==> src/rtl/pull_handshake_deserializer.sv <==
// Pulls single bits from a FIFO pull port using a four-phase req/ack handshake and assembles
// them into WORD_BITS-wide words. The output word is double-buffered behind a valid/taken pair.
module pull_handshake_deserializer #(
    parameter int WORD_BITS  = 4,
    parameter int COUNT_BITS = 3,
    parameter int GAP_CYCLES = 0,
    parameter int MSB_FIRST  = 0
) (
    input  logic                 clock,
    input  logic                 clear,
    input  logic                 enable,
    output logic                 pullReq,
    input  logic                 pullAck,
    input  logic                 pullValue,
    output logic [WORD_BITS-1:0] word,
    output logic                 wordValid,
    input  logic                 wordTaken,
    output logic                 busy
);

    localparam int GAP_W = (GAP_CYCLES > 1) ? $clog2(GAP_CYCLES + 1) : 1;
    localparam logic [COUNT_BITS-1:0] FULL_COUNT = COUNT_BITS'(WORD_BITS);
    localparam logic [GAP_W-1:0]      GAP_LOAD   = GAP_W'(GAP_CYCLES);

    typedef enum logic [2:0] {
        S_IDLE,
        S_REQ_HIGH,
        S_REQ_LOW,
        S_GAP,
        S_DELIVER
    } state_t;

    state_t                state;
    logic [WORD_BITS-1:0]  shift_reg;
    logic [WORD_BITS-1:0]  shift_ins;
    logic [COUNT_BITS-1:0] bit_count;
    logic [GAP_W-1:0]      gap_count;

    state_t decide_state;
    state_t post_state;
    logic   post_req;
    logic   post_busy;

    // NOTE: every always_comb output gets a default first, so no latch is inferred.
    always_comb begin
        shift_ins = shift_reg;
        for (int i = 0; i < WORD_BITS; i++) begin
            if (bit_count == COUNT_BITS'(i)) begin
                shift_ins[(MSB_FIRST != 0) ? (WORD_BITS - 1 - i) : i] = pullValue;
            end
        end
    end

    // Where to go once a bit (or a word) is finished: optional gap, else re-raise at once.
    always_comb begin
        decide_state = enable ? S_REQ_HIGH : S_IDLE;
        post_state   = (GAP_CYCLES > 0) ? S_GAP : decide_state;
        post_req     = (GAP_CYCLES == 0) && enable;
        post_busy    = (post_state != S_IDLE);
    end

    always_ff @(posedge clock or posedge clear) begin
        if (clear) begin
            state     <= S_IDLE;
            pullReq   <= 1'b0;
            word      <= '0;
            wordValid <= 1'b0;
            busy      <= 1'b0;
            shift_reg <= '0;
            bit_count <= '0;
            gap_count <= '0;
        end else begin
            // NOTE: non-blocking; the last assignment in this block wins, so a DELIVER
            // load below overrides this taken-clear and wordValid stays high.
            if (wordTaken && wordValid) begin
                wordValid <= 1'b0;
            end

            case (state)
                S_IDLE: begin
                    if (enable) begin
                        pullReq <= 1'b1;
                        busy    <= 1'b1;
                        state   <= S_REQ_HIGH;
                    end
                end

                S_REQ_HIGH: begin
                    if (pullAck) begin
                        shift_reg <= shift_ins;
                        bit_count <= bit_count + COUNT_BITS'(1);
                        pullReq   <= 1'b0;
                        state     <= S_REQ_LOW;
                    end
                end

                S_REQ_LOW: begin
                    if (!pullAck) begin
                        if (bit_count == FULL_COUNT) begin
                            state <= S_DELIVER;
                        end else begin
                            state     <= post_state;
                            pullReq   <= post_req;
                            busy      <= post_busy;
                            gap_count <= GAP_LOAD;
                        end
                    end
                end

                S_GAP: begin
                    if (gap_count <= GAP_W'(1)) begin
                        state   <= decide_state;
                        pullReq <= enable;
                        busy    <= enable;
                    end else begin
                        gap_count <= gap_count - GAP_W'(1);
                    end
                end

                S_DELIVER: begin
                    if (!wordValid || wordTaken) begin
                        word      <= shift_reg;
                        wordValid <= 1'b1;
                        bit_count <= '0;
                        shift_reg <= '0;
                        state     <= post_state;
                        pullReq   <= post_req;
                        busy      <= post_busy;
                        gap_count <= GAP_LOAD;
                    end
                end

                default: begin
                    state   <= S_IDLE;
                    pullReq <= 1'b0;
                    busy    <= 1'b0;
                end
            endcase
        end
    end

endmodule

==> config.mk <==
export PLATFORM = sky130hd
export DESIGN_NAME = pull_handshake_deserializer
export DESIGN_NICKNAME = d
export VERILOG_FILES = /design/src/rtl/pull_handshake_deserializer.sv
export SDC_FILE = /design/constraint.sdc
export NUM_CORES = 1
export LEC_CHECK = 0
export ABC_AREA = 1
export CAP_MARGIN = 20
export CORE_MARGIN = 1.5
export CORE_UTILIZATION = 50
export DETAILED_ROUTE_END_ITERATION = 10
export PLACE_DENSITY = 0.7
export SLEW_MARGIN = 20
export SYNTH_ARGS = -nofsm -noshare
export SYNTH_HDL_FRONTEND = slang
export SYNTH_SLANG_ARGS = --single-unit
==> constraint.sdc <==
create_clock -name clock -period 1.8 [get_ports clock]
set_clock_uncertainty 0.05 [all_clocks]
set_input_delay 0.27 -clock clock [delete_from_list [all_inputs] [get_ports clock]]
set_output_delay 0.27 -clock clock [all_outputs]
set_load 0.01 [all_outputs]
# Yosys cells after proc, flatten, opt, wreduce, memory -nomap -nowiden

Cells that the tools add are included.

Flip-flop bits (word level): 18
Bits of input ports: 6

Add/sub/neg operators: 2
Magnitude comparators: 1
Equal/unequal tests: 19
Muxes and demuxes: 37
Bitwise operators: 1
Reductions and logical operators: 18

Operators by type and width:

| kind                  | number |
|---|---|
| $mux W3               | 8 |
| $ne A2 B2 Y1 const B  | 11 |
| $mux W1               | 21 |
| $reduce_and A4 Y1     | 4 |
| $pmux W3 S5           | 1 |
| $eq A3 B2 Y1 const B  | 4 |
| $reduce_and A6 Y1     | 2 |
| $pmux W1 S5           | 2 |
| $reduce_and A5 Y1     | 2 |
| $mux W4               | 2 |
| $pmux W4 S2           | 1 |
| $eq A3 B1 Y1 const B  | 2 |
| $eq A3 B3 Y1 const B  | 2 |
| $logic_not A3 Y1      | 2 |
| $pmux W3 S2           | 1 |
| $reduce_bool A3 Y1    | 2 |
| $add A3 B1 Y3 const B | 1 |
| $pmux W1 S3           | 1 |
| $reduce_and A3 Y1     | 1 |
| $reduce_and A2 Y1     | 1 |
| $reduce_bool A2 Y1    | 1 |
| $le A1 B1 Y1 const B  | 1 |
| $logic_and A1 B1 Y1   | 1 |
| $logic_not A1 Y1      | 1 |
| 3 further kinds       | 3 |

# Logic depth before layout (Yosys ltp)

Gate-level depths: netlist (run 1).

Depth after elaboration: 5
Mapped depth: 8

# Least setup slack after synthesis (run 1)

OpenSTA, ideal clock, no wires.

Path type: flip-flop to flip-flop
Start: reg state[1]
End: reg shift_reg[0]
Library setup time: 0.117 ns
Arrival: 1.055 ns
Required time: 1.633 ns
Slack: 0.578 ns
Stages on the path, launching flop included: 9
Path buffers: 0
Path through: dfrtp_1 > nor2_4 > nand2_4 > inv_8 > nand2_8 > nand2_4 > nand3_1 > nand2_1 > nand2_1

Cells in the longest elaborated chain, start to end: 3
Elaborated cells on any way between the ends: 8
Those cells by class: eq/ne: 5; mux: 1; reduce/logical: 2

Ends and longest elaborated chain:

| what                                                                | RTL line | text |
|---|---|---|
| start: declaration                                                  | 33       | `state_t state;` |
| start signal: assignment                                            | 102      | `state <= post_state;` |
| start signal: assignment                                            | 112      | `state <= decide_state;` |
| start signal: assignment                                            | 126      | `state <= post_state;` |
| $eq A3 B1 Y1 / $eq A3 B3 Y1 (equally long branches)                 | 79       | `case (state)` |
| $ne A2 B2 Y1 (no line) / $reduce_bool A2 Y1 (equally long branches) | n/a      |  |
| $reduce_and A4 Y1 (no line)                                         | n/a      |  |
| end signal: assignment                                              | 90       | `shift_reg <= shift_ins;` |
| end: declaration                                                    | 34       | `logic [WORD_BITS-1:0] shift_reg;` |

Parallel ways exist; a longest one is shown, timed or not.
A chain may end at the register's enable or synchronous reset.

# Worst setup path in the final report (run 1)

Start: reg word[1]
End: out word[1]

RTL lines:

| what                     | RTL line | text |
|---|---|---|
| start: declaration       | 15       | `output logic [WORD_BITS-1:0] word,` |
| start signal: assignment | 122      | `word <= shift_reg;` |

No word-level cell between the ends.

==> flow_summary.ini, run 1 <==
[status]
outcome = finished clean

[critical_path]
slowest_stage = clkdlybuf4s50_1
required_ns = 1.48
worstSetupPathType = reg -> out
cp_num_buf_inv = 1
path_delay_family = buffers and inverters
critPathMaxStageDelay_ns = 0.55
crit_path_end_kind = output port
worstSetupStartpointType = flop
cp_data_arrival_time_ns = 1.21
path_max_fanout = 2
cp_cell_sequence = clkdlybuf4s50_1

[yosys]
yosysTopAreaCell = dfrtp_1
yosysWarnings = 0
synth_top_area_frac = 0.416
ys_seq_elements = 17
syn_area_mm2 = 0.00102
synth.distinct_cells = 22
synthTopCellsByArea = dfrtp_1 42%, nand2_1 14%, nand3_1 6.4%
syn_nets = 133
synth_area_per_cell_um2 = 8.39
synthCells = 122
yosysSeqAreaShare = 0.416

[clocking]
clkSinkCount = 17
clock_path_buffers = 2
holdBufCountCts = 0
root_buffer = clkbuf_4
cts_inserted_buffers = 3
clkTransAtPathRegs_ns = 0.10
post_cts.repair.setup_buffers = 0
cts_tree = yes
ctsResizeCount = 0
clock_latency_ns = 0.29
cts_htree_levels = 1

[floorplanning]
chipWidth_um = 48.2
start_util = 0.527
core_mm2 = 0.00194
pin_count = 13
die_area_mm2 = 0.00233
rows = 16
die_y_um = 48.2

[route]
drc_errors = 0
avgRoutedWirePerCell_um = 11.3
vias_per_cell = 4.92
dr.pass1.iters = 4
ant_nets = 0
wirelength_um = 1860
num_vias = 812
drt_iter0_drc = 5

[cells_and_area]
layout.nets = 150
drive_gt1_frac = 0.181
area_delta_synth_final_pct = 17.6
fillers = 180
n_antenna_cell = 0
regArea_um2 = 425
multi_input_area_um2 = 518

[pwr]
power.leakage_nw = 0.646
cellPowerDensity_mw_per_mm2 = 1460
vdd_drop_max_mv = 0.764
power_mw = 1.75

[place]
gp_congestion = 0.765
dpl.hpwl_um = 1460
numPortBuffers = 12

[sta]
fmax_ghz = 0.653
period_minus_slack_ns = 1.53
tns_ns = 0
rsz0062_at_grt = no
final_max_slew_viol_count = 0
worst_slew_pin_slew_ns = 0.291
hold_violations = 0
setup_viol = 0
timing.slew.headroom = 0.805
finalCritPeriodShare = 0.850

[grt]
antenna_found_initial = 0
track_usage = 0.192
grt_max_degree = 18
grt_pass1_wl_um = 3020
first_global_vias = 687
overflow = 0

[job]
maxCapViolCount = 0

[hold_path]
hp-class = in -> async
metrics by stage:
stage | instances | setup WS [ns] | util | hold slack (ns) | cell area (um^2)
after floorplan | 122 | 0.578 | - | 0.146 | 1020
after global routing | 165 | 0.214 | 0.620 | 0.251 | 1200
after global placement | 161 | 0.151 | 0.606 | 0.404 | 1180
final | 165 | 0.270 | 0.620 | 0.228 | 1200
after CTS | 165 | 0.251 | 0.620 | 0.230 | 1200
after detailed placement | 161 | 0.120 | 0.606 | 0.410 | 1180
cell type report:
type	instances	area share
clock buffer	4	0.0218
multi-input combinational	87	0.430
sequential	17	0.353
inverter	17	0.0603
timing repair buffer	13	0.106
tap	27	0.0281
placed cells by master, fill, tap and decap left out:
cell             instances
nand2_1                 39
dfrtp_1                 17
inv_1                   14
nand3_1                 13
clkdlybuf4s50_1         12
nand4_1                  7
ha_1                     5
nand2_4                  4
nor2_2                   4
nor2_4                   3
clkbuf_4                 3
nor2_1                   2
o21ai_0                  2
o21ai_2                  2
inv_8                    1
clkinv_2                 1
nand2_8                  1
nand2_2                  1
inv_2                    1
nand3b_2                 1
a21oi_2                  1
nand3_2                  1
o21ai_1                  1
clkbuf_1                 1
buf_4                    1
layer usage:
layer	up-vias	GRT usage	wire length, um
li1	426	-	-
met1	375	0.263	851
met2	9	0.297	938
met3	2	0.0444	62
met4	0	0.0649	4
met5	-	0	0
cell usage after synthesis, drive strengths merged:
master and count:
a21oi 1, clkinv 1, o21ai 5, nand4 7, nand2 45, nand3 14, dfrtp 17, nor2 9
nand3b 1, buf 1, inv 16, ha 5
cells by family (layout without fill, tap and decap cells):
family,count (synthesis),in the layout,share of synthesized area
adders and majority gates,5,5,0.0611
DFF,17,17,0.416
and+or+nand+nor,76,76,0.405
AOI/OAI and AO/OA,6,6,0.0403
buffers and inverters,18,34,0.0782
report_power, final:
part	internal [mW]	switching (mW)	leakage [nW]
Clock	0.0861	0.119	0.0150
Sequential	0.540	0.125	0.221
Combinational	0.374	0.511	0.410
Total	1.00	0.755	0.646
final timing paths:
path	start	end	slack [ns]	cells after the start
min in group clock	shift_reg[0]	shift_reg[0]	0.43	2
min	clear	word[1]	0.23	3
min reg2reg	shift_reg[0]	shift_reg[0]	0.43	2
max in group asynchronous	clear	state[1]	1.29	3
max reg2reg	state[1]	state[2]	0.41	6
max	word[1]	word[1]	0.27	1
Note: power is estimated with default switching activity, not from simulation.
==> inputs of run 2 (changes only) <==
--- a/config.mk
+++ b/config.mk
@@ -15,3 +15,4 @@
 export SYNTH_ARGS = -nofsm -noshare
 export SYNTH_HDL_FRONTEND = slang
 export SYNTH_SLANG_ARGS = --single-unit
+export TNS_END_PERCENT = 5
==> results of run 2 <==
Final layout, timing and power as in run 1 (identical DEF).
